`src/rtl/bcd_pkg.sv`:
```
// Shared BCD digit constants and the digit-legality check used by the counter.
package bcd_pkg;

  localparam int         BCD_W    = 4;
  localparam logic [3:0] BCD_MAX  = 4'd9;
  localparam logic [3:0] BCD_ZERO = 4'd0;

  function automatic logic bcd_digit_valid(input logic [BCD_W-1:0] d);
    return (d <= BCD_MAX);
  endfunction

endpackage

```
`src/rtl/bcd_digit.sv`:
```
// One decade of the BCD counter: stores a digit and ripples carry/borrow to the next decade.
module bcd_digit
  import bcd_pkg::*;
(
  input  logic             clk,
  input  logic             reset_n,
  input  logic             clear,
  input  logic             load,
  input  logic [BCD_W-1:0] load_d,
  input  logic             step_in,
  input  logic             up_dn,
  input  logic             hold_all,
  output logic [BCD_W-1:0] q,
  output logic             step_out
);

  logic [BCD_W-1:0] r_q;
  logic             w_at_end;

  // A digit at its end value (9 going up, 0 going down) rolls over and passes the step on.
  assign w_at_end = up_dn ? (r_q == BCD_MAX) : (r_q == BCD_ZERO);
  assign step_out = step_in & w_at_end;
  assign q        = r_q;

  always_ff @(posedge clk or negedge reset_n) begin
    if (!reset_n) begin
      r_q <= BCD_ZERO;
    end else if (clear) begin
      r_q <= BCD_ZERO;
    end else if (load) begin
      r_q <= load_d;
    end else if (step_in && !hold_all) begin
      if (up_dn) begin
        r_q <= w_at_end ? BCD_ZERO : r_q + 4'd1;
      end else begin
        r_q <= w_at_end ? BCD_MAX : r_q - 4'd1;
      end
    end
  end

endmodule

```
`src/rtl/bcd_updown_counter.sv`:
```
// N-digit packed-BCD up/down counter with clear, validated load, wrap/saturate and status flags.
module bcd_updown_counter
  import bcd_pkg::*;
#(
  parameter int DIGITS = 3,
  parameter bit WRAP   = 1'b1
) (
  input  logic                  clk,
  input  logic                  reset_n,
  input  logic                  enable,
  input  logic                  up_dn,
  input  logic                  clear,
  input  logic                  load,
  input  logic [4*DIGITS-1:0]   load_val,
  output logic [4*DIGITS-1:0]   bcd,
  output logic                  at_max,
  output logic                  at_zero,
  output logic                  wrap_p,
  output logic                  load_err
);

  logic              w_load_valid;
  logic              w_load_ok;
  logic [DIGITS:0]   w_step;
  logic              w_terminal;
  logic              w_hold_all;
  logic [4*DIGITS-1:0] w_bcd;
  logic              r_wrap_p;
  logic              r_load_err;

  always_comb begin
    w_load_valid = 1'b1;
    for (int i = 0; i < DIGITS; i++) begin
      w_load_valid = w_load_valid & bcd_digit_valid(load_val[i*BCD_W +: BCD_W]);
    end
  end

  // Any load request, accepted or not, suppresses counting on that edge.
  assign w_load_ok  = load & ~clear & w_load_valid;
  assign w_step[0]  = enable & ~load & ~clear;
  assign w_terminal = w_step[DIGITS];
  assign w_hold_all = w_terminal & ~WRAP;

  for (genvar g = 0; g < DIGITS; g++) begin : g_digit
    bcd_digit u_digit (
      .clk      (clk),
      .reset_n  (reset_n),
      .clear    (clear),
      .load     (w_load_ok),
      .load_d   (load_val[g*BCD_W +: BCD_W]),
      .step_in  (w_step[g]),
      .up_dn    (up_dn),
      .hold_all (w_hold_all),
      .q        (w_bcd[g*BCD_W +: BCD_W]),
      .step_out (w_step[g+1])
    );
  end

  always_ff @(posedge clk or negedge reset_n) begin
    if (!reset_n) begin
      r_wrap_p   <= 1'b0;
      r_load_err <= 1'b0;
    end else begin
      r_wrap_p   <= w_terminal & WRAP;
      r_load_err <= load & ~clear & ~w_load_valid;
    end
  end

  assign bcd      = w_bcd;
  assign at_max   = (w_bcd == {DIGITS{BCD_MAX}});
  assign at_zero  = (w_bcd == '0);
  assign wrap_p   = r_wrap_p;
  assign load_err = r_load_err;

endmodule

```
`config.mk`:
```
export PLATFORM = sky130hd
export DESIGN_NAME = bcd_updown_counter
export DESIGN_NICKNAME = d
export VERILOG_FILES = /design/src/rtl/bcd_pkg.sv /design/src/rtl/bcd_digit.sv /design/src/rtl/bcd_updown_counter.sv
export SDC_FILE = /design/constraint.sdc
export NUM_CORES = 1
export LEC_CHECK = 0
export ABC_CLOCK_PERIOD_IN_PS = 2040
export CAP_MARGIN = 20
export CORE_MARGIN = 2
export CORE_UTILIZATION = 51
export CTS_BUF_LIST = sky130_fd_sc_hd__clkbuf_8
export CTS_CLUSTER_DIAMETER = 150
export DETAILED_ROUTE_END_ITERATION = 8
export GPL_TIMING_DRIVEN = 0
export HOLD_SLACK_MARGIN = 0.12
export PLACE_DENSITY = 0.88
export SYNTH_ARGS = -nofsm -noshare
export SYNTH_HDL_FRONTEND = slang
export SYNTH_SLANG_ARGS = --single-unit
```
`constraint.sdc`:
```
create_clock -name clk -period 2.04 [get_ports clk]
set_input_delay 0.408 -clock clk [delete_from_list [all_inputs] [get_ports clk]]
set_output_delay 0.408 -clock clk [all_outputs]
set_load 0.02 [all_outputs]
```
==> metrics.txt, run 1 <==
RSZ-0062 raised after global routing=true; leading area contributor after synthesis=dfrtp_1; Routability Congestion=0.875; Die Area=approximately 0.0031 mm²; Post-synth top flop=dfrtp_1; crit path max fanout=4; internal power=757 µW; Antenna Cells=0; fillcell total=between 150 and 200; Via-to-Cell Ratio=between 6 and 7; Max-Cap Viols=0; synth-to-layout area growth=41.6%; Switching Share=between 30% and 40%; flops & latches, synth=14; post-synthesis sequential area ratio=25.3%; Critical Path, Cell by Cell=inv_2, ha_4, or3b_4, nor4_4, buf_4; global route hottest layer=met2; initial antenna violation count=0; CP max stage delay=~0.43 ns; I/O Buffers=32; power density cells=roughly 620 mW/mm²; commonest non-fill, non-tap cell in the layout=clkdlybuf4s50_1; leakage=0.000846 µW; Post-Syn Area=0.00139 mm²; chip height=between 50 and 60 µm; H-tree depth=1; Reg clk slew, reported paths=0.07 ns; pin count of the biggest net entering global routing=15; Sink Count=14; clock power share=23.5%; logic gate share of total power=47.4%; Post-Syn Nets=190; largest cells by area after synthesis=dfrtp_1, ha_1, a21oi_1, nor2_1, nand2_1; Post-Place Setup Slack=-0.533 ns; asr flop ratio synth=100%; Synth top area share=25.3%; first-pass GRT wire length=6740 µm; row cnt=18; outcome=complete, but fails checks; critical path endpoint category=output port; max_slew headroom=55.3%; fin crit period=2.05 ns; Final HPWL DP=roughly 2900 µm; Psw=469 µW; Max VDD drop=0.588 mV; DRC=0; final-report hold violation count=0; Tcrit/Tclk final=100%; Starting Density=54.9%; GR Overflow Total=0; CTS buffer count=3; share of cells above drive strength 1=27.6%; worst-margin pin slew=0.669 ns; Synthesis Warnings=0; clock skew=0.00728 ns; Nets=238; vias in the first global route=approximately 1,500; Core Area=between 0.002 and 0.003 mm²; Post-synth EDFFs=0; IO Pins=34; clock buffer depth=2; power share of the sequential group=29.1%; fmax=0.488 GHz; Final ANT Viol Nets=0; CP required=1.63 ns; Worst Path Buf+Inv=2; met1 GRT Util=between 30% and 40%; DRT iter0 DRCs=78; Detailed Route WL=4340 µm; sum of negative setup slack=-0.00735 ns; met3 usage=3.26%; Critical Path Slowest Stage Cell=dfrtp_2; GRT Util Overall=27.0%; Cells after Synth=163; Crit path arrival time=1.64 ns; Clock Latency Late Sink=0.26 ns; failing checks=setup timing; post-synth cell types=51; Avg Inst Size Synth=8.50 µm²; vias=1,543; CTS tree=yes; CTS root buf=clkbuf_8; Die W=between 50 and 60 µm; most frequent cells in the layout=clkdlybuf4s50_1, nor2_1, nand2_1; crit-path leading delay family=simple AND/OR/NAND/NOR gates; routed len/inst=around 18 µm; Worst Hold Class=primary input to flip-flop; final setup violation count=1; # hold bufs at CTS=0; M2 GR Usage=46.2%; Setup WS post-layout=-0.00735 ns; first drt pass iteration count=4; Slew Limit Fails=0; CP Launch Type=flip-flop; kind of critical path=flip-flop to output port
-- power by group through the flow --
stage / registers [µW] / logic (µW) / clock network, µW
2_1_floorplan: 394 / 293 / 0
3_3_place_gp: 362 / 480 / 0
3_5_place_dp: 365 / 501 / 0
4_1_cts: 355 / 541 / 286
5_1_grt: 362 / 621 / 297
6_report: 356 / 581 / 288
-- through the flow --
stage	util, %	instance area [µm²]	power [µW]	hold WS [ns]	std cells
after detailed placement	69.7	1760	866	0.635	225
final	77.8	1960	1230	0.523	240
after floorplan	-	1400	687	0.112	163
after CTS	74.9	1890	1180	0.523	235
after global placement	69.7	1760	842	0.633	225
after global routing	77.8	1960	1280	0.554	240
-- Yosys cell counts, drive strengths merged, types with 3 or more instances --
master,number
a221oi,3
nand2,14
nor2b,6
a21oi,13
o21ai,8
inv,11
dfrtp,14
nor3,7
a211oi,3
nor2,15
ha,9
nand3,3
nand2b,3
and3,5
buf,8
-- kinds of logic after synthesis --
kind of cell	Yosys count	share of synthesized area [%]
compound gates	47	25.1
xor+xnor	2	1.26
fa+ha+maj	9	8.13
buf+inv	19	6.96
flops	14	25.3
mux	5	5.78
simple gates	67	27.5
-- state kept, by name, indices dropped and copies added (netlist names) --
register,count
g_digit.u_digit.q,12
wrap_p,1
load_err,1
-- cell type report --
type | count | area, µm² | area share, %
inverter | 11 | 41.3 | 2.10
tap | 30 | 37.5 | 1.91
buffer | 8 | 57.6 | 2.93
clock buffer | 4 | 55.1 | 2.81
sequential | 14 | 355 | 18.1
timing repair buffer | 43 | 407 | 20.7
multi-input combinational | 130 | 1010 | 51.4
-- path summary, 6_finish.rpt --
kind	start	endpoint	slack (ns)	cells after the start
worst max-delay path	g_digit[2].u_digit.q[0]	at_zero	-0.007	5
worst min-delay path	clear	g_digit[2].u_digit.q[3]	0.52	2
worst max register to register	g_digit[1].u_digit.q[0]	g_digit[2].u_digit.q[2]	0.13	7
worst min register to register	g_digit[1].u_digit.q[0]	g_digit[1].u_digit.q[0]	0.62	1
max in group asynchronous	reset_n	g_digit[1].u_digit.q[0]	1.01	1
min in group asynchronous	reset_n	load_err	0.55	1
-- metal layers --
layer	vias up	part of all wire [%]
met1	742	39
li1	696	-
met5	-	0
met3	13	7.9
met2	92	51
met4	0	2.2
-- what timing repair did --
action,in CTS,in global routing
pin swaps,3,2
endpoints found under the setup margin,4,8
gates resized for setup,25,9
setup buffers,6,5
endpoints found under the hold margin,0,0
Note: power is estimated with default switching activity, not from simulation.
==> run 2: changes to the inputs <==
CAP_MARGIN = default   (was 20)
==> results of run 2 <==
No change in the layout: final DEF, timing and power equal those of run 1.
==> run 3: changes to the inputs <==
ABC_CLOCK_PERIOD_IN_PS = default   (was 2040)
MAX_ROUTING_LAYER = met4   (was default)
RECOVER_POWER = 50   (was default)
==> run 3 against run 2 <==
The flow now finishes without violations. First-iteration DRC count is 3.8% higher. Sequential share of layout area hardly changed. Via count is 0.52% lower. Clock power hardly changed. Power is 0.59% lower. Combinational power is 1% lower.
==> metrics.txt, run 3 (synthesis gave the netlist of run 1 again) <==
GRT Util Overall=27.8% (+0.75 points); CTS buffer count=3 (unchanged); CP required=1.63 ns (about the same); Util after Layout=77.6% (-0.20 points); GR Overflow Total=0 (unchanged); pin count of the biggest net entering global routing=15 (unchanged); met3 usage=3.02% (-0.23 points); final-report hold violation count=0 (unchanged); Critical Path, Cell by Cell=inv_2, ha_4, or3b_4, nor4_4, buf_4; commonest non-fill, non-tap cell in the layout=clkdlybuf4s50_1; first-pass GRT wire length=6740 µm (unchanged); first drt pass iteration count=4 (unchanged); clock skew=0.00877 ns (+0.00148 ns); post-route insts no fill=241 (+0.42%); Max-Cap Viols=0 (unchanged); H-tree depth=1 (unchanged); share of cells above drive strength 1=28.0% (+0.34 points); Pwr Total=1220 µW (-0.59%); Nets=239 (+0.42%); Slew Limit Fails=0 (unchanged); vias in the first global route=1,509 (-0.066%); Worst Hold Class=primary input to flip-flop; clock buffer depth=2 (unchanged); Final HPWL DP=2880 µm (unchanged); most frequent cells in the layout=clkdlybuf4s50_1, buf_4, nor2_1; DRC=0 (unchanged); Via-to-Cell Ratio=6.37 (-0.93%); CTS tree=yes; max FFs per register=12 (unchanged); DRT iter0 DRCs=81 (+3.8%); Reg clk slew, reported paths=0.07 ns (about the same); max_slew headroom=54.5% (-0.73 points); critical path endpoint category=output port; vias=1,535 (-0.52%); DP Cell Count=225 (unchanged); met1 GRT Util=33.2% (+0.15 points); IO Pins=34 (unchanged); fin crit period=2.03 ns (-0.0136 ns); fmax=0.492 GHz (+0.67%); CP Launch Type=flip-flop; leakage=0.000857 µW (+1.3%); outcome=complete, no violations; kind of critical path=flip-flop to output port; synth-to-layout area growth=41.3%; M2 GR Usage=46.2% (unchanged); Clock Latency Late Sink=0.26 ns (about the same); Critical Path Slowest Stage Cell=dfrtp_2; Max VDD drop=0.586 mV (-0.33%); Detailed Route WL=4280 µm (-1.3%); row cnt=18 (unchanged); Antenna Cells=0 (unchanged); crit path max fanout=4 (unchanged); power density cells=623 mW/mm² (-0.33%); CP max stage delay=0.43 ns (about the same); Sink Count=14 (unchanged); Final ANT Viol Nets=0 (unchanged); Starting Density=54.9% (unchanged); CTS root buf=clkbuf_8; Die W=56.1 µm (unchanged); chip height=56.1 µm (unchanged); fillcell total=175 (unchanged); Routability Congestion=0.890 (+1.6%); final setup violation count=0 (-1); Crit path arrival time=1.63 ns (about the same); I/O Buffers=32 (unchanged); Core Area=0.00252 mm² (unchanged); Tcrit/Tclk final=99.7% (-0.67 points); Die Area=0.00315 mm² (unchanged); # hold bufs at CTS=0 (unchanged); routed len/inst=17.8 µm (-1.7%); initial antenna violation count=0 (unchanged); worst-margin pin slew=0.680 ns (+0.0108 ns); global route hottest layer=met2; RSZ-0062 raised after global routing=true
-- run 3: cell count changes in the layout (fill, tap and decap cells not counted) --
cell             delta
buf_12              -1
buf_4               +2
dlygate4sd3_1       +5
clkdlybuf4s50_1     -5
-- run 3: routing by layer --
layer | routed length (µm) | share of wire [%]
met1 | 1740 | 41
met2 | 2180 | 51
met3 | 250 | 5.8
met4 | 116 | 2.7
met5 | 0 | 0
-- run 3: through the flow --
step	TNS (ns)	hold slack [ns]	cell area (µm²)	worst slack [ns]
after floorplan	0	0.112	1400	0.0626
after global placement	-2.36	0.633	1760	-0.477
after detailed placement	-3.20	0.635	1760	-0.533
after CTS	-0.0233	0.523	1890	-0.0233
after global routing	-0.0866	0.557	1960	-0.0487
final	0	0.527	1960	0.00626
-- run 3: area by class of cell --
class                           instances  area [µm²]  area share (%)
Buffer                                  8        57.6            2.94
Clock buffer                            4        55.1            2.81
Inverter                               11        41.3            2.11
Multi-Input combinational cell        130        1010            51.5
Sequential cell                        14         355            18.2
Tap cell                               30        37.5            1.92
Timing Repair Buffer                   44         402            20.5
-- run 3: final timing paths --
path | start | end | slack [ns] | cells past startpoint
max in group asynchronous | reset_n | g_digit[1].u_digit.q[0] | 0.93 | 1
hold reg to reg | g_digit[1].u_digit.q[0] | g_digit[1].u_digit.q[0] | 0.62 | 1
setup reg to reg | g_digit[0].u_digit.q[0] | g_digit[2].u_digit.q[2] | 0.13 | 7
hold / removal | clear | g_digit[2].u_digit.q[3] | 0.53 | 2
setup / recovery | g_digit[2].u_digit.q[0] | at_zero | 0.006 | 5
min in group asynchronous | reset_n | load_err | 0.63 | 1
-- run 3: critical path: cells and delay by family, from the launching register on --
| kind | cells | cell delay [ns] |
|---|---|---|
| simple gates | 2 | 0.55 |
| buf+inv | 2 | 0.25 |
| flops | 1 | 0.43 |
| fa+ha+maj | 1 | 0.13 |
-- run 3: power breakdown --
part	switching [µW]	internal [µW]	leakage [µW]
Sequential	46.9	310	0.000178
Combinational	302	272	0.000651
Clock	117	172	0.0000288
Total	466	753	0.000857
-- run 3: what timing repair did --
action | 4_1_cts | 5_1_grt
endpoints found under the setup margin | 4 | 8
setup buffers | 6 | 6
pin swaps | 3 | 2
resized for setup | 25 | 9
gates cloned | 0 | 0
